### src/rtl/filter_sample_sequencer_pkg.sv
// Shared types and constants for the filter sample sequencer and its watchdog.
package filter_sample_sequencer_pkg;

  typedef enum logic [1:0] {
    StIdle = 2'd0,
    StTrig = 2'd1,
    StWait = 2'd2,
    StOut  = 2'd3
  } seq_state_e;

  localparam int unsigned DefaultDataSize = 24;
  localparam int unsigned CoefSize        = 20;

  // A disabled watchdog (timeout 0) still needs a one-bit counter to stay legal.
  function automatic int unsigned wd_cnt_width(input int unsigned timeout);
    return (timeout < 1) ? 1 : $clog2(timeout + 1);
  endfunction

endpackage

### src/rtl/filter_sample_sequencer_watchdog.sv
// Cycle counter for the WAIT state; flags the last permitted cycle before a chain is declared hung.
module filter_sample_sequencer_watchdog
  import filter_sample_sequencer_pkg::*;
#(
  parameter int unsigned TimeoutCycles = 1024
) (
  input  logic clk_i,
  input  logic rst_ni,
  input  logic clear_i,
  input  logic en_i,
  output logic expire_o
);

  localparam int unsigned CntW = wd_cnt_width(TimeoutCycles);

  logic [CntW-1:0] cnt_q, cnt_d;

  always_comb begin
    cnt_d = cnt_q;
    if (clear_i) begin
      cnt_d = '0;
    end else if (en_i) begin
      cnt_d = cnt_q + CntW'(1);
    end
  end

  always_ff @(posedge clk_i or negedge rst_ni) begin
    if (!rst_ni) begin
      cnt_q <= '0;
    end else begin
      cnt_q <= cnt_d;
    end
  end

  if (TimeoutCycles == 0) begin : g_disabled
    assign expire_o = 1'b0;
  end else begin : g_enabled
    assign expire_o = en_i && (cnt_q == CntW'(TimeoutCycles - 1));
  end

endmodule

### src/rtl/filter_sample_sequencer.sv
// Initiator of the sample_trig / filter_done handshake: holds a sample on the filter chain,
// triggers it, waits for completion and hands the result downstream, with sticky error flags.
module filter_sample_sequencer
  import filter_sample_sequencer_pkg::*;
#(
  parameter int unsigned DataSize      = DefaultDataSize,
  parameter int unsigned TimeoutCycles = 1024,
  parameter int unsigned CntSize       = 16
) (
  input  logic                clk_i,
  input  logic                rst_ni,
  input  logic [DataSize-1:0] s_data_i,
  input  logic                s_valid_i,
  output logic                s_ready_o,
  output logic [DataSize-1:0] flt_data_in_o,
  output logic                flt_sample_trig_o,
  input  logic                flt_done_i,
  input  logic [DataSize-1:0] flt_data_out_i,
  output logic [DataSize-1:0] m_data_o,
  output logic                m_valid_o,
  input  logic                m_ready_i,
  output logic                busy_o,
  output logic                err_timeout_o,
  output logic                err_spurious_o,
  input  logic                err_clear_i,
  output logic [CntSize-1:0]  sample_count_o
);

  seq_state_e          state_q;
  logic [DataSize-1:0] flt_data_in_q;
  logic                flt_sample_trig_q;
  logic [DataSize-1:0] m_data_q;
  logic                m_valid_q;
  logic                err_timeout_q;
  logic                err_spurious_q;
  logic [CntSize-1:0]  sample_count_q;

  logic wd_expire;
  logic timeout_hit;
  logic spurious_hit;

  filter_sample_sequencer_watchdog #(
    .TimeoutCycles(TimeoutCycles)
  ) u_watchdog (
    .clk_i   (clk_i),
    .rst_ni  (rst_ni),
    .clear_i (state_q == StTrig),
    .en_i    (state_q == StWait),
    .expire_o(wd_expire)
  );

  // A completion arriving on the expiry cycle takes priority over the timeout.
  assign timeout_hit  = (state_q == StWait) && !flt_done_i && wd_expire;
  assign spurious_hit = flt_done_i && (state_q != StWait);

  always_ff @(posedge clk_i or negedge rst_ni) begin
    if (!rst_ni) begin
      state_q           <= StIdle;
      flt_data_in_q     <= '0;
      flt_sample_trig_q <= 1'b0;
      m_data_q          <= '0;
      m_valid_q         <= 1'b0;
      err_timeout_q     <= 1'b0;
      err_spurious_q    <= 1'b0;
      sample_count_q    <= '0;
    end else begin
      flt_sample_trig_q <= 1'b0;

      if (timeout_hit) begin
        err_timeout_q <= 1'b1;
      end else if (err_clear_i) begin
        err_timeout_q <= 1'b0;
      end

      if (spurious_hit) begin
        err_spurious_q <= 1'b1;
      end else if (err_clear_i) begin
        err_spurious_q <= 1'b0;
      end

      case (state_q)
        StIdle: begin
          if (s_valid_i) begin
            flt_data_in_q     <= s_data_i;
            flt_sample_trig_q <= 1'b1;
            state_q           <= StTrig;
          end
        end
        StTrig: state_q <= StWait;
        StWait: begin
          if (flt_done_i) begin
            m_data_q       <= flt_data_out_i;
            m_valid_q      <= 1'b1;
            sample_count_q <= sample_count_q + CntSize'(1);
            state_q        <= StOut;
          end else if (timeout_hit) begin
            state_q <= StIdle;
          end
        end
        StOut: begin
          if (m_ready_i) begin
            m_valid_q <= 1'b0;
            state_q   <= StIdle;
          end
        end
        default: state_q <= StIdle;
      endcase
    end
  end

  assign s_ready_o         = (state_q == StIdle) && rst_ni;
  assign busy_o            = (state_q != StIdle);
  assign flt_data_in_o     = flt_data_in_q;
  assign flt_sample_trig_o = flt_sample_trig_q;
  assign m_data_o          = m_data_q;
  assign m_valid_o         = m_valid_q;
  assign err_timeout_o     = err_timeout_q;
  assign err_spurious_o    = err_spurious_q;
  assign sample_count_o    = sample_count_q;

endmodule

### config.mk
export PLATFORM = sky130hd
export DESIGN_NAME = filter_sample_sequencer
export DESIGN_NICKNAME = d
export VERILOG_FILES = /design/src/rtl/filter_sample_sequencer_pkg.sv /design/src/rtl/filter_sample_sequencer_watchdog.sv /design/src/rtl/filter_sample_sequencer.sv
export SDC_FILE = /design/constraint.sdc
export NUM_CORES = 1
export LEC_CHECK = 0
export ABC_AREA = 0
export CAP_MARGIN = 30
export CORE_ASPECT_RATIO = 1.4
export CORE_MARGIN = 2
export CORE_UTILIZATION = 25
export CTS_BUF_LIST = sky130_fd_sc_hd__clkbuf_8 sky130_fd_sc_hd__clkbuf_16
export DETAILED_ROUTE_END_ITERATION = 10
export GPL_TIMING_DRIVEN = 0
export RECOVER_POWER = 50
export SLEW_MARGIN = 30
export SYNTH_ARGS = -nofsm -noshare
export SYNTH_HDL_FRONTEND = slang
export SYNTH_SLANG_ARGS = --single-unit
### constraint.sdc
create_clock -name clk_i -period 2.15 [get_ports clk_i]
set_input_delay 0.215 -clock clk_i [delete_from_list [all_inputs] [get_ports clk_i]]
set_output_delay 0.215 -clock clk_i [all_outputs]
set_load 0.1 [all_outputs]
# == Word level (Yosys, flattened, before mapping) ==
# Index checks and enable logic that the tools add are counted.
# word_totals
register_bits,81
output_inout_bits,70
word_cells,51
# classes
addsub,2
n_eq_ne,9
mux,15
reduce_logical,16
# ops
op,count
two-way mux 11 bit,2
"adder 16 x 1 -> 16 bit, second input constant",1
"adder 11 x 1 -> 11 bit, second input constant",1
"== test 11 x 10 -> 1 bit, second input constant",1
nonzero test 2 bit,5
two-way mux 2 bit,4
"inequality test 2 bit, second input constant",4
case mux 2 bit (4 select lines),1
two-way mux 1 bit,7
AND reduction 3 bit,2
logical AND 1 bit,5
"== test 2 bit, second input constant",2
AND reduction 2 bit,2
"inequality test 3 bit, second input constant",1
"== test 2 x 1 -> 1 bit, second input constant",1
zero test 2 bit,1
case mux 1 bit (2 select lines),1
zero test 1 bit,1

# == Logic depth before layout (Yosys ltp) ==
# Gate-level depths: netlist of the first run.
# depth
depth_word,6
depth_mapped,8
ltp_nobuf,6

# == Modules after synthesis ==
# Synthesis of the first run repeated with hierarchy kept, for this count alone.
# unflattened
hier_cells,246
hier_area_um2,3365.7
# modules_own_cells
mod,instances,cells_each,area_per_inst_um2
filter_sample_sequencer,1,190,2801.4
filter_sample_sequencer_watchdog,1,56,564.3

# == Worst setup path after synthesis of the first run ==
# No wires, ideal clock.
# synth_timing
kind,register to register
start,"reg sample_count_q[4], in the netlist sample_count_o[4]"
end,"reg sample_count_q[13], in the netlist sample_count_o[13]"
setup_ns,0.158
arrival_time_ns,1.996
required_ns,1.992
path_slack_ns,-0.004
stages_incl_launch_ff,5
n_path_buf,0
synth_period_minus_slack_ns,2.154
cell_sequence,dfrtp_1 -> and4_2 -> and4_4 -> nand4_1 -> xnor2_1
# synth_via
elab_chain_len,1
# synth_rtl
element,line,rtl
from (decl),filter_sample_sequencer.sv:36,logic [CntSize-1:0] sample_count_q;
from (signal assigned),filter_sample_sequencer.sv:94,sample_count_q <= sample_count_q + CntSize'(1);
adder 16 x 1 -> 16 bit,filter_sample_sequencer.sv:94,
# Every way passes these cells.
# A chain may end at the register's enable or synchronous reset.

# == Final worst setup path of the first run ==
# layout_timing
start,"reg sample_count_q[6], in the netlist sample_count_o[6]"
end,out sample_count_o[6]
# layout_rtl
element,line,rtl
to (decl),filter_sample_sequencer.sv:26,output logic [CntSize-1:0] sample_count_o
# No word-level cell between the ends.

==> out/qor.txt, run 1 <==
DR pass1 iterations: 5
Initial DRC count: 43
Area after DPL: 0.00490 mm²
Die Wd: 103 µm
Post-CTS Hold Fix Bufs: 2
Core Box Area: 0.0133 mm²
Starting density of the core: 0.256
DRC: 0
Layout Nets: 448
Post-synth EDFFs: 0
Synthesis warning total: 0
Worst Tran Pin Value: 1.18 ns
Syn_nets: 311
CP Launch Type: register
R2r setup slk: 0.17 ns
Routed WL per cell: 13.8 µm
Cell area after layout: 0.00519 mm²
Layout cell share with drive strength beyond 1: 0.210
Fmax: 480 MHz
CTS Buf Count: 9
Status: completed
Via count: 2434
Boundary pin count: 124
Req. time, crit path: 1.93 ns
Setup violations, final: 0
Pin count of the biggest net entering global routing: 68
Slowest CP cell: clkdlybuf4s50_1
Register-to-Register Path Depth: 6
GPL Wtd Cong: 0.706
Critical-path cell list: clkdlybuf4s50_1
Kind of critical path: register to output port
Wirelength, routed: 7930 µm
Post-DR vias/cell: 4.25
Clk sinks: 81
Clk root buf: clkbuf_16
Sequential share of the synthesized area: 0.595
Smallest hold slack: 0.0147 ns
Antenna Cells: 0
Clock Latency Late Sink: 0.33 ns
RSZ-0062 raised after global routing: no
Worst hold path type: input pin to asynchronous set/reset pin
Antenna violations before repair: 0
Crit path max-delay family: buffers and inverters
Final hold violations: 0
Fraction of registers with async set/reset: 1.00
CTS tree: built
Final non-filler cell total: 573
Die area: 0.0146 mm²
Max-Cap Viols: 0
Chip height: 142 µm
CP Buf/Inv Count: 1
Area grow syn2layout: 52.3%
PortBufs: 123
CP Capture Type: output port
Max-slew violations: 0
Critical-path maximum fanout: 4
Slew HR: 0.218
Post-Syn Area per Cell: 13.6 µm²
Reg-to-Reg End: m_data_o[21]$_DFFE_PN0P_
Fill cells: 1316
Number of global-route vias before repair: 2589
WP data arrival: 1.87 ns
Setup TNS: 0 ns
Synth cell types: 38
RR Startpoint: state_q[0]$_DFFE_PN0P_
GR Overflow Total: 0
Detail Placement HPWL: 5740 µm
H-Tree Depth: 3
Post-Synthesis Cells: 250
CTS clk-pin slew, worst paths: 0.06 ns
Post-Syn Area: 0.00341 mm²
Clk buf depth: 2
Ys flop type: dfrtp_1
Post-synthesis register bit count: 81
Worst path max stage delay: 1.15 ns
Fin crit share: 0.969
Final critical-path required period: 2.08 ns
Rows: 50
Clk_skew: 0.00594 ns
First-pass GRT wire length: 12700 µm
DRT antenna net count: 0
GRT Overall Usage: 0.112
Placed insts: 556
[per-stage QoR]
step | setup slack, ns | util
CTS | 0.00325 | 0.392
detailed placement | -0.140 | 0.367
floorplan | 0.0172 | -
global route | 0.00970 | 0.389
finish | 0.0672 | 0.389
global placement | -3.04 | 0.365
[metal layers]
layer	GRT usage	wire length (µm)	vias to the layer above
met1	0.128	3190	1216
met4	0.0372	133	0
li1	-	-	1146
met5	0	0	-
met3	0.0354	352	8
met2	0.197	4260	64
[placed cells by master (no fill, tap or decap), types with 6 or more instances in the layout]
master	instances
clkbuf_1	7
clkbuf_16	9
clkdlybuf4s50_1	109
dfrtp_1	80
dlygate4sd2_1	6
ha_1	7
inv_1	13
mux2_2	50
nand2_1	9
nand4_1	11
nor2_1	9
xnor2_1	14
xor2_1	6
[worst max path at each step]
stage	startpoint	cells past startpoint	slack, ns	to
finish	sample_count_o[6]$_DFFE_PN0P_	1	0.07	sample_count_o[6]
global placement	rst_ni	3	-3.04	s_ready_o
floorplan	sample_count_o[5]$_DFFE_PN0P_	4	0.02	sample_count_o[13]$_DFFE_PN0P_
CTS	sample_count_o[1]$_DFFE_PN0P_	1	0.003	sample_count_o[1]
global route	sample_count_o[6]$_DFFE_PN0P_	1	0.01	sample_count_o[6]
detailed placement	rst_ni	4	-0.14	s_ready_o
[sequential cells by signal, summed over array words and instances (netlist names)]
name / count
sample_count_o: 16
flt_data_in_o: 24
u_watchdog.cnt_q: 11
state_q: 2
m_valid_o: 1
err_spurious_o: 1
flt_sample_trig_o: 1
m_data_o: 24
err_timeout_o: 1
[cells by family after synthesis]
kind of cell               share of synthesized area
buffers and inverters                         0.0272
xor gates and xnor gates                      0.0562
AOI/OAI and AO/OA                             0.0286
and+or+nand+nor                               0.0992
muxes                                          0.168
DFF                                            0.595
adders and majority gates                     0.0257
[cell usage after synthesis (2+ instances only)]
cell | n | area share
dfrtp_1 | 81 | 0.59
mux2_2 | 50 | 0.17
xnor2_1 | 14 | 0.036
inv_1 | 12 | 0.013
nand4_1 | 11 | 0.020
nand2_1 | 9 | 0.0099
nor2_1 | 9 | 0.0099
ha_1 | 7 | 0.026
xor2_1 | 6 | 0.015
buf_2 | 5 | 0.0073
nand3_1 | 5 | 0.0073
and2_1 | 4 | 0.0073
o22ai_1 | 4 | 0.0073
and3_1 | 3 | 0.0055
nand3_2 | 3 | 0.0088
o21ai_0 | 3 | 0.0044
a21oi_1 | 2 | 0.0029
and4_1 | 2 | 0.0051
[what timing repair did]
item                                    CTS  global route
endpoints found under the setup margin    9             4
setup buffers                             0             0
hold endpoints to repair                 16            65
resized for setup                        13             4
gates cloned                              0             0
[layout make-up]
class	instances	area [µm²]	share of cell area
Multi-Input combinational cell	149	1290	0.248
Inverter	12	45.0	0.00868
Buffer	8	45.0	0.00868
Tap cell	182	228	0.0439
Clock inverter	5	80.1	0.0154
Sequential cell	81	2030	0.391
Clock buffer	10	239	0.0461
Timing Repair Buffer	126	1240	0.238
Power of run 1 is left out: the tool's default activity adds up to more than one toggle a clock period on the data nets, which glitch-free logic cannot reach.
==> inputs of run 2 (changes only) <==
--- a/config.mk
+++ b/config.mk
@@ -11,6 +11,7 @@
 export CORE_MARGIN = 2
 export CORE_UTILIZATION = 25
 export CTS_BUF_LIST = sky130_fd_sc_hd__clkbuf_8 sky130_fd_sc_hd__clkbuf_16
+export CTS_CLUSTER_DIAMETER = 80
 export DETAILED_ROUTE_END_ITERATION = 10
 export GPL_TIMING_DRIVEN = 0
 export RECOVER_POWER = 50
==> results of run 2 <==
Same layout as run 1: the final DEF is identical, and so are final timing and power.
Power of run 2 is left out for the same reason.
